File: src/rtl/alu_arbiter.sv
// Two-requester round-robin arbiter in front of a shared combinational ALU.
// The issue stage (S1) holds the granted operands and drives the ALU directly.
// The response stage (S2) registers the ALU result together with the owning
// requester id. It is released by a ready/valid handshake with the consumer.
module alu_arbiter #(
   parameter int WIDTH = 4,
   parameter int OPW   = 3
) (
   input  logic             clk,
   input  logic             rst_n,
   input  logic             req0,
   input  logic             req1,
   input  logic [WIDTH-1:0] a0,
   input  logic [WIDTH-1:0] b0,
   input  logic [WIDTH-1:0] a1,
   input  logic [WIDTH-1:0] b1,
   input  logic [OPW-1:0]   op0,
   input  logic [OPW-1:0]   op1,
   output logic             gnt0,
   output logic             gnt1,
   output logic [WIDTH-1:0] alu_a,
   output logic [WIDTH-1:0] alu_b,
   output logic [OPW-1:0]   alu_ctrl,
   input  logic [WIDTH-1:0] alu_x,
   input  logic             alu_co,
   output logic             rsp_valid,
   output logic             rsp_id,
   output logic [WIDTH-1:0] rsp_x,
   output logic             rsp_co,
   input  logic             rsp_ready
);

   typedef enum logic {
      REQ0 = 1'b0,
      REQ1 = 1'b1
   } req_id_e;

   // Issue stage (S1)
   logic             r_s1_valid;
   req_id_e          r_s1_id;
   logic [WIDTH-1:0] r_s1_a;
   logic [WIDTH-1:0] r_s1_b;
   logic [OPW-1:0]   r_s1_op;

   // Response stage (S2)
   logic             r_rsp_valid;
   req_id_e          r_rsp_id;
   logic [WIDTH-1:0] r_rsp_x;
   logic             r_rsp_co;

   // Round-robin pointer: the requester that wins when both request
   req_id_e          r_ptr;

   logic             w_s2_free;
   logic             w_s1_adv;
   logic             w_s1_open;
   logic             w_gnt0;
   logic             w_gnt1;
   logic             w_xfer0;
   logic             w_xfer1;

   // S2 can take new data when empty or being drained this cycle.
   // S1 can take a request when empty or moving into S2 this cycle.
   assign w_s2_free = !r_rsp_valid || rsp_ready;
   assign w_s1_adv  = r_s1_valid && w_s2_free;
   assign w_s1_open = !r_s1_valid || w_s1_adv;

   // Grant selection: single requester wins outright, the pointer breaks ties.
   // Grants are also forced low while reset is asserted.
   always_comb begin
      // NOTE: every output of this block gets a default first, so no path
      // leaves it unassigned and no latch is inferred.
      w_gnt0 = 1'b0;
      w_gnt1 = 1'b0;
      if (rst_n && w_s1_open) begin
         if (req0 && req1) begin
            if (r_ptr == REQ0) w_gnt0 = 1'b1;
            else               w_gnt1 = 1'b1;
         end else begin
            w_gnt0 = req0;
            w_gnt1 = req1;
         end
      end
   end

   assign w_xfer0 = req0 && w_gnt0;
   assign w_xfer1 = req1 && w_gnt1;

   // Issue stage: load the winning request; otherwise empty out on advance
   // while keeping the operands so the ALU inputs stay quiet.
   always_ff @(posedge clk or negedge rst_n) begin
      if (!rst_n) begin
         r_s1_valid <= 1'b0;
         r_s1_id    <= REQ0;
         r_s1_a     <= '0;
         r_s1_b     <= '0;
         r_s1_op    <= '0;
      end else if (w_xfer0) begin
         // NOTE: sequential state uses non-blocking assignments so every
         // register samples pre-edge values, independent of block order.
         r_s1_valid <= 1'b1;
         r_s1_id    <= REQ0;
         r_s1_a     <= a0;
         r_s1_b     <= b0;
         r_s1_op    <= op0;
      end else if (w_xfer1) begin
         r_s1_valid <= 1'b1;
         r_s1_id    <= REQ1;
         r_s1_a     <= a1;
         r_s1_b     <= b1;
         r_s1_op    <= op1;
      end else if (w_s1_adv) begin
         r_s1_valid <= 1'b0;
      end
   end

   // Response stage: capture the ALU result on advance, clear on handshake.
   always_ff @(posedge clk or negedge rst_n) begin
      if (!rst_n) begin
         r_rsp_valid <= 1'b0;
         r_rsp_id    <= REQ0;
         r_rsp_x     <= '0;
         r_rsp_co    <= 1'b0;
      end else if (w_s1_adv) begin
         r_rsp_valid <= 1'b1;
         r_rsp_id    <= r_s1_id;
         r_rsp_x     <= alu_x;
         r_rsp_co    <= alu_co;
      end else if (rsp_ready) begin
         r_rsp_valid <= 1'b0;
      end
   end

   // Pointer moves to the loser after every transfer and holds otherwise.
   always_ff @(posedge clk or negedge rst_n) begin
      if (!rst_n) begin
         r_ptr <= REQ0;
      end else if (w_xfer0) begin
         r_ptr <= REQ1;
      end else if (w_xfer1) begin
         r_ptr <= REQ0;
      end
   end

   assign gnt0      = w_gnt0;
   assign gnt1      = w_gnt1;
   assign alu_a     = r_s1_a;
   assign alu_b     = r_s1_b;
   assign alu_ctrl  = r_s1_op;
   assign rsp_valid = r_rsp_valid;
   assign rsp_id    = r_rsp_id;
   assign rsp_x     = r_rsp_x;
   assign rsp_co    = r_rsp_co;

endmodule

File: config.mk
export PLATFORM = sky130hd
export DESIGN_NAME = alu_arbiter
export DESIGN_NICKNAME = d
export VERILOG_FILES = /design/src/rtl/alu_arbiter.sv
export SDC_FILE = /design/constraint.sdc
export NUM_CORES = 1
export LEC_CHECK = 0
export BUFFER_PORTS_ARGS = -buffer_cell sky130_fd_sc_hd__clkbuf_2
export CORE_MARGIN = 2
export CORE_UTILIZATION = 48
export DETAILED_ROUTE_END_ITERATION = 8
export GPL_ROUTABILITY_DRIVEN = 0
export HOLD_SLACK_MARGIN = 0.08
export PLACE_DENSITY = 0.82
export SETUP_SLACK_MARGIN = 0.3
export SYNTH_ARGS = -nofsm -noshare
export SYNTH_HDL_FRONTEND = slang
export SYNTH_SLANG_ARGS = --single-unit
File: constraint.sdc
create_clock -name clk -period 2.3 [get_ports clk]
set_clock_uncertainty 0.05 [all_clocks]
set_input_delay 0.46 -clock clk [delete_from_list [all_inputs] [get_ports clk]]
set_output_delay 0.46 -clock clk [all_outputs]
set_load 0.05 [all_outputs]
## After elaboration in Yosys (flattened, before gate mapping)

Index checks and enable logic that the tools add are counted.

| word-level totals | value |
|---|---|
| register bits after elaboration | 21 |
| output and inout port bits | 20 |
| logic and storage cells | 43 |

| cells by class | value |
|---|---|
| multiplexer cells | 21 |
| reduce and logical (&&, ||, !) cells | 12 |

Operator list:

| kind | count |
|---|---|
| $mux 4 | 4 |
| $mux 1 | 15 |
| $mux 3 | 2 |
| $logic_and 1x1->1 | 5 |
| $reduce_bool 2->1 | 2 |
| $reduce_bool 3->1 | 1 |
| $logic_not 1->1 | 2 |
| $logic_or 1x1->1 | 2 |

## Longest topological paths before layout

| depth | value |
|---|---|
| depth in word-level cells | 9 |
| mapped depth | 4 |
| depth with buffers taken out | 3 |

## Worst setup path before layout

OpenSTA, ideal clock, no wires.

| timing path | value |
|---|---|
| path type | reg2out |
| from | register r_rsp_valid (netlist: rsp_valid) |
| to | output gnt1 |
| arrival time | 1872 ps |
| setup slack | -82 ps |
| stages on the path, launching flop included | 5 |
| cells stage by stage | dfrtp_1 nand3b_2 buf_2 nand3_1 a21oi_1 |

| between the ends | value |
|---|---|
| word-level cells in the longest chain between the ends | 6 |

Ends and longest elaborated chain:

| what | RTL line | source |
|---|---|---|
| start: declaration | 46 | `logic r_rsp_valid;` |
| start signal: assignment | 120 | `r_rsp_valid <= 1'b0;` |
| start signal: assignment | 125 | `r_rsp_valid <= 1'b1;` |
| start signal: assignment | 130 | `r_rsp_valid <= 1'b0;` |
| $logic_not 1->1 | 64 | `assign w_s2_free = !r_rsp_valid \|\| rsp_ready;` |
| $logic_or 1x1->1 | 64 |  |
| $logic_and 1x1->1 | 65 | `assign w_s1_adv = r_s1_valid && w_s2_free;` |
| $logic_or 1x1->1 | 66 | `assign w_s1_open = !r_s1_valid \|\| w_s1_adv;` |
| $logic_and 1x1->1 | 75 | `if (rst_n && w_s1_open) begin` |
| $mux 1 | 75 |  |
| end: declaration | 20 | `output logic gnt1,` |

No other way between the ends.

## Final worst setup path

| timing path | value |
|---|---|
| from | register r_s1_valid |
| to | output gnt0 |

| between the ends | value |
|---|---|
| word-level cells in the longest chain between the ends | 4 |
| elaborated cells between the ends (all ways) | 5 |

Ends and longest elaborated chain:

| what | RTL line | source |
|---|---|---|
| start: declaration | 39 | `logic r_s1_valid;` |
| start signal: assignment | 93 | `r_s1_valid <= 1'b0;` |
| start signal: assignment | 101 | `r_s1_valid <= 1'b1;` |
| start signal: assignment | 107 | `r_s1_valid <= 1'b1;` |
| $logic_not 1->1 or $logic_and 1x1->1 (tied branches) | 66, 65 |  |
| $logic_or 1x1->1 * | 66 |  |
| $logic_and 1x1->1 * | 75 |  |
| $mux 1 * | 75 |  |
| end: declaration | 19 | `output logic gnt0,` |

Every way passes the cells marked *; elsewhere a longest branch is shown, timed or not.

==> metrics.cfg <==
[run_status]
status=completed

[floorplan]
num_rows=17
core_area_um2=2148
die_h_um=51.05
dieWidth_um=51.05
die_area_um2=2606
start_util=0.4945
num_io_pins=52

[synth]
synth_nets=132
ys_warn_count=0
netlist_instances=100
synth.avg_cell_area_um2=10.62
syn_area_um2=1062
ys_ff_latch=21
synth.distinct_cells=20
yosysSeqAreaShare=0.4947
synth_area_leader_cell=dfrtp_1
synth_top_area_share=0.4947
synthTopCellsByArea=dfrtp_1 (49%), o31ai_1 (7.8%), a31oi_1 (7.1%), nand4_1 (6.5%), mux2_2 (6.4%)

[grt]
grt_pass1_wl_um=3836
track_usage=0.1955
grt_antenna_before_repair=0
grt_overflow=0
grt_pass1_vias=875
grt_max_degree=26

[clock_network]
cts_made_buffers=3
cts_root_buf=clkbuf_4
cts_htree_levels=1
clockBufferDepth=2
clk_pin_slew_ns=0.12
postCtsSetupBuffers=0
clock_sinks=21
cts_tree=done
clock_latency_ns=0.30

[finish]
num-fill-cells=189
drive_above_1_share=0.4533
nets=183
area_delta_synth_final_pct=29.21
diodes=0

[worst_setup_path]
path_max_fanout=13
critPathArrivalTime_ns=1.42
cp.required_ns=1.79
critPathKind=register to primary output
cp-start-kind=register
crit_path_end_kind=primary output

[sta]
period_needed_ns=1.932
final_max_slew_viol_count=0
fmax_mhz=517.7
fin_crit_sh=0.8398
setup_violations=0
tightest_slew_ns=0.4627
final.setup.tns_ns=0
rsz0062_at_grt=no
relSlewSlack=0.6908
whs_ns=0.1610
finalHoldViolations=0

[detailed_routing]
route.detailed.wl_per_inst_um=14.30
viasPerCell=5.657
dr.pass1.iters=4
ant_nets=0
wl_um=2545
drt_iter0_drc=32
drc=0
via_count=1007

[flow_run]
drv_cap=0

[min_path]
hp-class=primary input to async pin

[pwr]
powerDensity_nw_per_um2=856.7
power_leakage_nw=0.6298
ir_worst_vdd_v=0.0004142

[placement]
port_buffers=51
dp_hpwl_um=1922

==> timing repair <==
action,CTS,global route
hold endpoints to repair,3,0
gates cloned,0,0
gates resized for setup,1,1
endpoints found under the setup margin,1,1
hold buffers,1,0
==> flip-flops by register name, summed over array words and instances, names as in the netlist <==
signal      flops
r_s1_id         1
r_ptr           1
alu_ctrl        3
rsp_id          1
alu_b           4
rsp_valid       1
alu_a           4
r_s1_valid      1
rsp_co          1
rsp_x           4
==> cell type report <==
cell class | count | area [um2] | share of cell area
inverters | 2 | 7.507 | 0.005469
flip-flops and latches | 21 | 525.5 | 0.3829
well taps | 28 | 35.03 | 0.02552
multi-input cells | 68 | 475.5 | 0.3464
repair buffers | 55 | 302.8 | 0.2206
clock buffers | 4 | 26.28 | 0.01914
==> through the flow <==
step | std cells | cell area (um2) | setup slack [ns] | total power [mW] | util
final | 178 | 1373 | 0.3684 | 1.176 | 0.6389
after global routing | 178 | 1373 | 0.3061 | 1.239 | 0.6389
after CTS | 178 | 1371 | 0.3188 | 1.184 | 0.6383
after detailed placement | 173 | 1334 | 0.3574 | 1.011 | 0.6209
after global placement | 173 | 1334 | 0.4365 | 0.9952 | 0.6209
after floorplan | 100 | 1072 | 0.2160 | 0.8787 | -
==> metal layers <==
layer,vias up,routed length (um),global-route usage,share of wire
met3,4,162,0.02047,0.064
met1,475,1070,0.2538,0.42
met2,42,1279,0.3290,0.50
li1,486,-,-,-
met4,0,33,0.08559,0.013
met5,-,0,0,0
==> logic make-up (layout without fill, tap and decap cells) <==
logic type / after synthesis / after routing / share of synthesized area
compound gates: 38 / 38 / 0.2250
buf+inv: 11 / 61 / 0.06949
mux: 6 / 6 / 0.06360
simple gates: 24 / 24 / 0.1472
flops: 21 / 21 / 0.4947
==> path summary, 6_finish.rpt <==
path                         endpoint  startpoint  slack [ns]  depth (start not counted)
max                              gnt0  r_s1_valid        0.37                          3
min reg2reg                   r_s1_id     r_s1_id        0.47                          2
min                        r_s1_valid       rst_n        0.16                          2
min in group clk             alu_a[1]       a0[1]        0.34                          3
max reg2reg                  alu_a[0]  r_s1_valid        0.77                          4
max in group asynchronous       r_ptr       rst_n        1.48                          2
==> critical path: stages, from the launching register on <==
cell and delay (ns):
dfrtp_1 0.43, and3b_4 0.26, nor3_4 0.26, buf_12 0.17
==> Yosys cell counts (all sizes together) <==
library cell  number
o31ai             11
o21a               1
nand3              1
a41oi              1
nand3b             1
inv                2
nand2b             2
and2               3
and3b              1
nor3               1
nand4             11
a31oi             12
a21oi             13
buf                8
nand2              3
mux2               6
clkbuf             1
or2                1
dfrtp             21
==> cells in the final DEF, fill, tap and decap left out <==
cell type	count
a21oi_1	12
a21oi_2	1
a31oi_1	12
a41oi_1	1
and2_1	2
and2_4	1
and3b_4	1
buf_12	1
buf_4	3
clkbuf_1	1
clkbuf_2	50
clkbuf_4	3
dfrtp_1	21
dlygate4sd3_1	1
inv_1	2
mux2_2	6
nand2_1	3
nand2b_1	2
nand3_1	1
nand3b_2	1
nand4_1	11
nor3_4	1
o21a_1	1
o31ai_1	11
or2_1	1
==> power by group <==
group | total [mW] | internal, mW | switching [mW]
Sequential | 0.486 | 0.442 | 0.0445
Clock | 0.172 | 0.0674 | 0.105
Combinational | 0.517 | 0.142 | 0.375
No activity file was read; power rests on OpenSTA's default activity.
